<file path="config.mk">
export PLATFORM = sky130hd
export DESIGN_NAME = neural_simd_pipe_flat
export DESIGN_NICKNAME = d
export VERILOG_FILES = /design/src/rtl/neural_simd_pipe_if.sv /design/src/rtl/neural_simd_pipe.sv /design/src/flat_wrapper.sv
export SDC_FILE = /design/constraint.sdc
export NUM_CORES = 2
export LEC_CHECK = 0
export CORE_MARGIN = 2
export CORE_UTILIZATION = 61
export DETAILED_ROUTE_END_ITERATION = 12
export DONT_BUFFER_PORTS = 1
export GPL_TIMING_DRIVEN = 0
export MAX_ROUTING_LAYER = met4
export PLACE_DENSITY = 0.77
export RECOVER_POWER = 25
export SLEW_MARGIN = 0
export SYNTH_ARGS = -nofsm -noshare
export SYNTH_HDL_FRONTEND = slang
export SYNTH_SLANG_ARGS = --single-unit
export TNS_END_PERCENT = 20
</file>
<file path="constraint.sdc">
create_clock -name clk -period 9.9 [get_ports clk]
set_input_delay 0 -clock clk [delete_from_list [all_inputs] [get_ports clk]]
set_output_delay 0 -clock clk [all_outputs]
set_load 0.05 [all_outputs]
</file>
<file path="src/rtl/neural_simd_pipe_if.sv">
// Handshake bundle for neural_simd_pipe: operand beat in, result beat out.
// sat_flags exists only when NEURAL_SIMD_SATFLAG_EN is defined.
interface neural_simd_pipe_if #(
    parameter int LANES = 4,
    parameter int LW    = 8
);
    logic                  in_valid;
    logic                  in_ready;
    logic [1:0]            in_mode;
    logic [LANES*LW-1:0]   rs1;
    logic [LANES*LW-1:0]   rs2;
    logic [LANES*LW-1:0]   mask;
    logic                  out_valid;
    logic                  out_ready;
    logic [LANES*LW-1:0]   rd;
`ifdef NEURAL_SIMD_SATFLAG_EN
    logic [LANES-1:0]      sat_flags;

    modport master (
        output in_valid, in_mode, rs1, rs2, mask, out_ready,
        input  in_ready, out_valid, rd, sat_flags
    );
    modport slave (
        input  in_valid, in_mode, rs1, rs2, mask, out_ready,
        output in_ready, out_valid, rd, sat_flags
    );
`else
    modport master (
        output in_valid, in_mode, rs1, rs2, mask, out_ready,
        input  in_ready, out_valid, rd
    );
    modport slave (
        input  in_valid, in_mode, rs1, rs2, mask, out_ready,
        output in_ready, out_valid, rd
    );
`endif
endinterface

</file>
<file path="src/rtl/neural_simd_pipe.sv">
// Two-stage per-lane blend / sat add / sat sub / max unit with valid/ready.
// Optional per-lane clamp flags via NEURAL_SIMD_SATFLAG_EN.
module neural_simd_pipe #(
    parameter int LANES = 4,
    parameter int LW    = 8
) (
    input  logic              clk,
    input  logic              rst_n,
    neural_simd_pipe_if.slave bus
);
    localparam int PW = 2 * LW + 1;
    localparam logic [PW-1:0] M_P    = PW'((1 << LW) - 1);
    localparam logic [PW-1:0] HALF_P = M_P >> 1;
    localparam logic [LW-1:0] M_L    = '1;

    logic [LANES-1:0][LW-1:0] a_l;
    logic [LANES-1:0][LW-1:0] b_l;
    logic [LANES-1:0][LW-1:0] m_l;

    assign a_l = bus.rs1;
    assign b_l = bus.rs2;
    assign m_l = bus.mask;

    logic                     s1_valid_q, s1_valid_d;
    logic [1:0]               s1_mode_q, s1_mode_d;
    logic [LANES-1:0][PW-1:0] s1_p_q, s1_p_d;
    logic                     s2_valid_q, s2_valid_d;
    logic [LANES-1:0][LW-1:0] s2_rd_q, s2_rd_d;

    logic                     s1_adv, s2_adv, in_fire, s2_ld;
    logic [LANES-1:0][PW-1:0] lane_p;
    logic [LANES-1:0][LW-1:0] lane_r;

    // S1: raw product sum, carry-out sum, or borrow-tagged difference
    always_comb begin
        lane_p = '0;
        for (int i = 0; i < LANES; i++) begin
            unique case (bus.in_mode)
                2'd0: lane_p[i] = PW'(a_l[i]) * PW'(m_l[i])
                                + PW'(b_l[i]) * (M_P - PW'(m_l[i]));
                2'd1: lane_p[i] = PW'(a_l[i]) + PW'(b_l[i]);
                2'd2: lane_p[i] = PW'({1'b0, a_l[i]} - {1'b0, b_l[i]});
                2'd3: lane_p[i] = (a_l[i] >= b_l[i]) ? PW'(a_l[i])
                                                     : PW'(b_l[i]);
            endcase
        end
    end

    // S2: bit LW of the S1 value is the overflow / borrow indicator
    always_comb begin
        lane_r = '0;
        for (int i = 0; i < LANES; i++) begin
            unique case (s1_mode_q)
                2'd0: lane_r[i] = LW'((s1_p_q[i] + HALF_P) / M_P);
                2'd1: lane_r[i] = s1_p_q[i][LW] ? M_L : s1_p_q[i][LW-1:0];
                2'd2: lane_r[i] = s1_p_q[i][LW] ? '0 : s1_p_q[i][LW-1:0];
                2'd3: lane_r[i] = s1_p_q[i][LW-1:0];
            endcase
        end
    end

    always_comb begin
        s2_adv     = !s2_valid_q || bus.out_ready;
        s1_adv     = !s1_valid_q || s2_adv;
        in_fire    = bus.in_valid && s1_adv;
        s2_ld      = s2_adv && s1_valid_q;
        s1_valid_d = s1_adv ? bus.in_valid : s1_valid_q;
        s1_mode_d  = in_fire ? bus.in_mode : s1_mode_q;
        s1_p_d     = in_fire ? lane_p : s1_p_q;
        s2_valid_d = s2_adv ? s1_valid_q : s2_valid_q;
        s2_rd_d    = s2_ld ? lane_r : s2_rd_q;
    end

    always_ff @(posedge clk) begin
        if (!rst_n) begin
            s1_valid_q <= 1'b0;
            s1_mode_q  <= '0;
            s1_p_q     <= '0;
            s2_valid_q <= 1'b0;
            s2_rd_q    <= '0;
        end else begin
            s1_valid_q <= s1_valid_d;
            s1_mode_q  <= s1_mode_d;
            s1_p_q     <= s1_p_d;
            s2_valid_q <= s2_valid_d;
            s2_rd_q    <= s2_rd_d;
        end
    end

`ifdef NEURAL_SIMD_SATFLAG_EN
    logic [LANES-1:0] lane_f;
    logic [LANES-1:0] s2_flag_q, s2_flag_d;

    always_comb begin
        lane_f = '0;
        for (int i = 0; i < LANES; i++) begin
            lane_f[i] = (s1_mode_q == 2'd1 || s1_mode_q == 2'd2)
                        && s1_p_q[i][LW];
        end
        s2_flag_d = s2_ld ? lane_f : s2_flag_q;
    end

    always_ff @(posedge clk) begin
        if (!rst_n) begin
            s2_flag_q <= '0;
        end else begin
            s2_flag_q <= s2_flag_d;
        end
    end

    assign bus.sat_flags = s2_flag_q;
`endif

    assign bus.in_ready  = s1_adv;
    assign bus.out_valid = s2_valid_q;
    assign bus.rd        = s2_rd_q;
endmodule

</file>
<file path="src/flat_wrapper.sv">
// flat-port wrapper written by rule: the top's interface ports become plain ports
module neural_simd_pipe_flat 
#(
    parameter int LANES = 4,
    parameter int LW    = 8
)
  (clk, rst_n, bus_in_valid, bus_in_mode, bus_rs1, bus_rs2, bus_mask, bus_out_ready, bus_in_ready, bus_out_valid, bus_rd);
  neural_simd_pipe_if #(.LANES(LANES), .LW(LW)) bus_i ();
  input  logic clk;
  input  logic rst_n;
  input wire logic [$bits(bus_i.in_valid)-1:0] bus_in_valid;
  input wire logic [$bits(bus_i.in_mode)-1:0] bus_in_mode;
  input wire logic [$bits(bus_i.rs1)-1:0] bus_rs1;
  input wire logic [$bits(bus_i.rs2)-1:0] bus_rs2;
  input wire logic [$bits(bus_i.mask)-1:0] bus_mask;
  input wire logic [$bits(bus_i.out_ready)-1:0] bus_out_ready;
  output wire logic [$bits(bus_i.in_ready)-1:0] bus_in_ready;
  output wire logic [$bits(bus_i.out_valid)-1:0] bus_out_valid;
  output wire logic [$bits(bus_i.rd)-1:0] bus_rd;
  assign bus_i.in_valid = bus_in_valid;
  assign bus_i.in_mode = bus_in_mode;
  assign bus_i.rs1 = bus_rs1;
  assign bus_i.rs2 = bus_rs2;
  assign bus_i.mask = bus_mask;
  assign bus_i.out_ready = bus_out_ready;
  assign bus_in_ready = bus_i.in_ready;
  assign bus_out_valid = bus_i.out_valid;
  assign bus_rd = bus_i.rd;
  neural_simd_pipe #(.LANES(LANES), .LW(LW)) u_core (.clk(clk), .rst_n(rst_n), .bus(bus_i));
endmodule
</file>
# Word-level counts from Yosys, hierarchy flattened
# Cells that the tools add are included.
# op_classes
addsub	20
n_reduce_logical	8
mux	20
n_eq_ne	6
div	4
magnitude_cmp	4
multipliers	8
# ops
op	count
17-bit one-hot mux with 4 select lines	4
8-bit one-hot mux with 4 select lines	4
8-bit two-way mux	12
16-bit by 17-bit adder with 17-bit output	4
17-bit by 7-bit adder with 17-bit output, second input constant	4
17-bit by 8-bit divider with 17-bit output, second input constant	4
8-bit by 17-bit multiplier with 17-bit output	4
8-bit by 8-bit multiplier with 16-bit output	4
8-bit by 8-bit adder with 9-bit output	4
8-bit by 8-bit subtractor with 9-bit output	4
8-bit by 8-bit subtractor with 9-bit output, first input constant	4
8-bit greater-or-equal comparator	4
2-bit equality test, second input constant	4
2-bit by 1-bit equality test with 1-bit output, second input constant	2
2-bit zero test	2
1-bit logical AND	2
1-bit zero test	2
1-bit logical OR	2
# word_totals
elab_cells	81
reg_bits	104
inputBits	102

# Depth between registers and ports, before layout
# depth
word_depth	4
depth_mapped	35

# Worst setup path before layout
# No wires, ideal clock.
# synth_path
kind	register to register
from	register u_core.s1_p_q[17] in the netlist's numbering
to	register u_core.s2_rd_q, in the netlist u_core.bus.rd[8]
setup_ns	0.125
n_path_buf	4
period_less_slack_ns	7.491
path_stages_with_launch	34
t_arrival_ns	7.366
path_slack_ns	2.409
cell_sequence	dfxtp_1 buf_2 inv_1 ha_1 clkbuf_2 or4b_1 buf_2 nor3_4 nand3_2 a211o_1 o31a_1 and2_4 o32a_4 o211ai_1 nand4_1 and3_1 clkbuf_1 o41a_4 o31ai_4 xor2_2 nor2_1 o2111ai_2 o31a_4 xnor2_2 or4b_1 o211ai_2 nand2_1 ha_1 o21ai_0 o31ai_1 xnor2_1 and3_1 o311ai_1 a21oi_1
# synth_between
elab_chain_cells	3
# synth_lines
element	line	rtl
start, declared	neural_simd_pipe.sv:26	logic [LANES-1:0][PW-1:0] s1_p_q, s1_p_d;
start signal, assigned	neural_simd_pipe.sv:84	s1_p_q <= s1_p_d;
17-bit by 7-bit adder with 17-bit output	neural_simd_pipe.sv:54	2'd0: lane_r[i] = LW'((s1_p_q[i] + HALF_P) / M_P);
17-bit by 8-bit divider with 17-bit output	neural_simd_pipe.sv:54	
8-bit one-hot mux with 4 select lines *	neural_simd_pipe.sv:53	unique case (s1_mode_q)
end signal, assigned	neural_simd_pipe.sv:86	s2_rd_q <= s2_rd_d;
end, declared	neural_simd_pipe.sv:28	logic [LANES-1:0][LW-1:0] s2_rd_q, s2_rd_d;
# Every way passes the cells marked *; elsewhere a longest branch is shown, timed or not.
# A chain may end at the register's enable or synchronous reset.

# Worst setup path in the final report
# layout_path
from	register u_core.s1_p_q[0] in the netlist's numbering
to	register u_core.s2_rd_q, in the netlist u_core.bus.rd[0]
# The elaborated chain is that of the path after synthesis.

==> reports/qor.txt <==
CTS Root Cell: clkbuf_16
Max capacitance violation total: 0
Required time worst endpoint: 10.15 ns
Clock sink count: 104
Layout cells sized above 1: 0.0426
Number of warnings issued by yosys: 0
Status: finished, final reports clean
CP peak stage delay: 0.69 ns
Die height: 244 um
FFs w/ async S/R, synth: 0
Worst R2R Start: u_core.s1_p_q[0]
Routed via count: 32689
WHS Path Cells: 2
Tmin final: 9.09 ns
Register area share after synthesis: 0.0590
Final Skew: 0.0117 ns
Gpl congestion: 0.996
Worst skew pair latency: 0.38 ns
Num CTS Buffers: 9
Maximum clock frequency: 110 MHz
Slowest stage cell, crit path: mux2i_1
Power density over the cells: 296 mW/mm^2
Commonest non-fill, non-tap cell in the layout: inv_1
Post-synth EDFFs: 0
FF+latch area: 0.00208 mm^2
Worst Hold Launch: rst_n
Max IR drop VDD: 337 uV
Hold WC Path Type: in2reg
Setup Fix Bufs, Post-CTS: 0
Setup violators final: 0
Worst Path Arrival: 9.35 ns
Leading cell types in the layout, fill and taps excluded: inv_1, nor2_1, nand2_1
Layout Area Growth over Synthesis: 3.74%
Final Hold Vio Count: 0
PortBufs: 0
FF+latch count, synth: 104
RR Endpoint: u_core.bus.rd[0]
Worst setup EP type: register
Wire length of the first global-routing pass: 169 mm
Initial antenna violation count: 0
Num ports: 136
Final Cycle Share: 0.918
Leakage power: 0.0168 uW
Fill count: 5249
Main synth FF type: dfxtp_1
Library cells used by synthesis: 134
Final wirelength: 105 mm
Mapped Avg Cell Area: 7.91 um^2
Peak fanout along the critical path: 10
Site Rows: 88
First drt pass iteration count: 9
Die Wd: 244 um
Tightest Pin Transition: 1.13 ns
Final antenna-violating net count: 0
Max-slew headroom: 0.245
Reg2Reg Depth: 32
Max Slew Vio Count: 0
Vias in the first global route: 32008
Largest net degree at the start of global routing: 18
Setup_tns: 0 ns
Fin nets: 5309
Clk buf depth: 2
CTS tree: yes
Core region area: 0.0575 mm^2
Remaining global-route overflow: 0
Unrepaired setup endpoints after global routing: false
Initial Utilization: 0.614
Die area: 0.0598 mm^2
Post-Synthesis Cells: 4462
PostCTS Resize Cnt: 0
Initial DRC count: 2406
Post-detail-place hpwl: 86.3 mm
Post-placement worst setup slack: 1.09 ns
Reg clk slew, reported paths: 0.08 ns
FF-to-FF setup slack: 0.81 ns
Worst Hold End: u_core.s1_p_q[6]
Critical path start-end classification: reg2reg
Synth Cell Area: 0.0353 mm^2
Total track usage: 0.362
WL per Instance: 20.0 um
H-tree depth: 3
Multi-input logic area: 0.0303 mm^2
Type of origin of the critical path: register
PnR worst setup slack: 0.807 ns
Via density: 6.22
DRC violations left: 0
## critical path: cells and delay by family, from the launching register on
family / cells / cell delay (ns)
multiplexers: 4 / 1.51
adder cells (fa/ha/maj): 2 / 0.56
XOR/XNOR: 2 / 0.41
AO/OA/AOI/OAI: 14 / 3.69
buffers and inverters: 4 / 0.93
flip-flops: 1 / 0.34
AND/OR/NAND/NOR: 6 / 1.50
## synth_stat cells (all sizes together) (34+ instances only)
| library cell | instances | area, um^2 |
|---|---|---|
| xnor2 | 160 | 1420 |
| clkbuf | 166 | 624 |
| dfxtp | 104 | 2080 |
| nor2 | 421 | 1590 |
| nand3 | 75 | 390 |
| fa | 396 | 7930 |
| nor3 | 84 | 462 |
| nor2b | 51 | 319 |
| a21boi | 37 | 282 |
| a21o | 55 | 413 |
| o31ai | 35 | 305 |
| and2 | 148 | 931 |
| xor2 | 74 | 671 |
| ha | 328 | 4100 |
| o211ai | 66 | 516 |
| a211oi | 51 | 425 |
| a21oi | 209 | 1060 |
| inv | 547 | 2050 |
| o21bai | 45 | 338 |
| o21ai | 178 | 906 |
| nand2b | 121 | 757 |
| o21a | 34 | 257 |
| a31oi | 43 | 269 |
| o211a | 46 | 460 |
| buf | 37 | 194 |
| mux2i | 54 | 582 |
| nand2 | 398 | 1500 |
## routing by layer
layer  part of all wire  up-vias  track usage
li1                   -    15321            -
met1               0.42    15819        0.469
met2               0.46     1321        0.585
met3              0.081      228       0.0514
met4              0.036        0        0.114
met5                  0        -            -
## cells by family (layout without fill, tap and decap cells)
group                    after synthesis  count (layout)  share of synthesized area
multiplexers                          90              90                     0.0318
AO/OA/AOI/OAI                       1033            1033                      0.212
AND/OR/NAND/NOR                     1509            1509                      0.212
flip-flops                           104             104                     0.0590
XOR/XNOR                             235             235                     0.0600
other                                  2               9                   0.000213
buffers and inverters                763             783                     0.0828
adder cells (fa/ha/maj)              726             726                      0.342
## where the power goes
group          switching [uW]  leakage (uW)  internal (uW)  total, uW
logic                    5900        0.0158           3900       9810
clock network             189      0.000141            199        388
registers                 146      0.000859            500        645
total                    6240        0.0168           4600      10800
## metrics by stage
stage,hold WS (ns),area (um^2),std cells,power [uW],util
finish,0.0804,36600,5254,10800,0.637
global route,0.0998,36600,5253,11900,0.637
CTS,0.0767,36600,5253,10700,0.637
detailed placement,0.154,36300,5233,10200,0.631
global placement,0.144,36300,5233,10100,0.631
floorplan,0.139,35300,4468,7930,-
## how the worst max path moves through the flow
stage	startpoint	endpoint	slack, ns	cells after the start
final	u_core.s1_p_q[0]	u_core.bus.rd[0]	0.81	32
after global placement	u_core.s1_p_q[0]	u_core.bus.rd[0]	1.12	32
after CTS	u_core.s1_p_q[0]	u_core.bus.rd[0]	1.00	32
after global routing	u_core.s1_p_q[0]	u_core.bus.rd[0]	0.13	32
after floorplan	u_core.s1_p_q[17]	u_core.bus.rd[8]	2.41	33
after detailed placement	u_core.s1_p_q[0]	u_core.bus.rd[0]	1.09	32
## what timing repair did
action	CTS	global route
setup endpoints to repair	0	0
hold buffers	4	0
hold endpoints to repair	3	0
## area by class of cell
class                      instances  share of cell area
clock inverter                     5             0.00174
clock buffer                      11             0.00636
buffer                           203              0.0224
multi-input combinational       3601               0.828
tap                              765              0.0262
timing repair buffer               4             0.00109
antenna                            1           0.0000684
inverter                         560              0.0574
sequential                       104              0.0569
## sequential cells by signal (all words and copies together) (netlist names)
register / count
u_core.s1_p_q: 68
u_core.bus.rd: 32
u_core.s1_mode_q: 2
u_core.bus.out_valid: 1
u_core.s1_valid_q: 1
No activity file was read; power rests on OpenSTA's default activity.
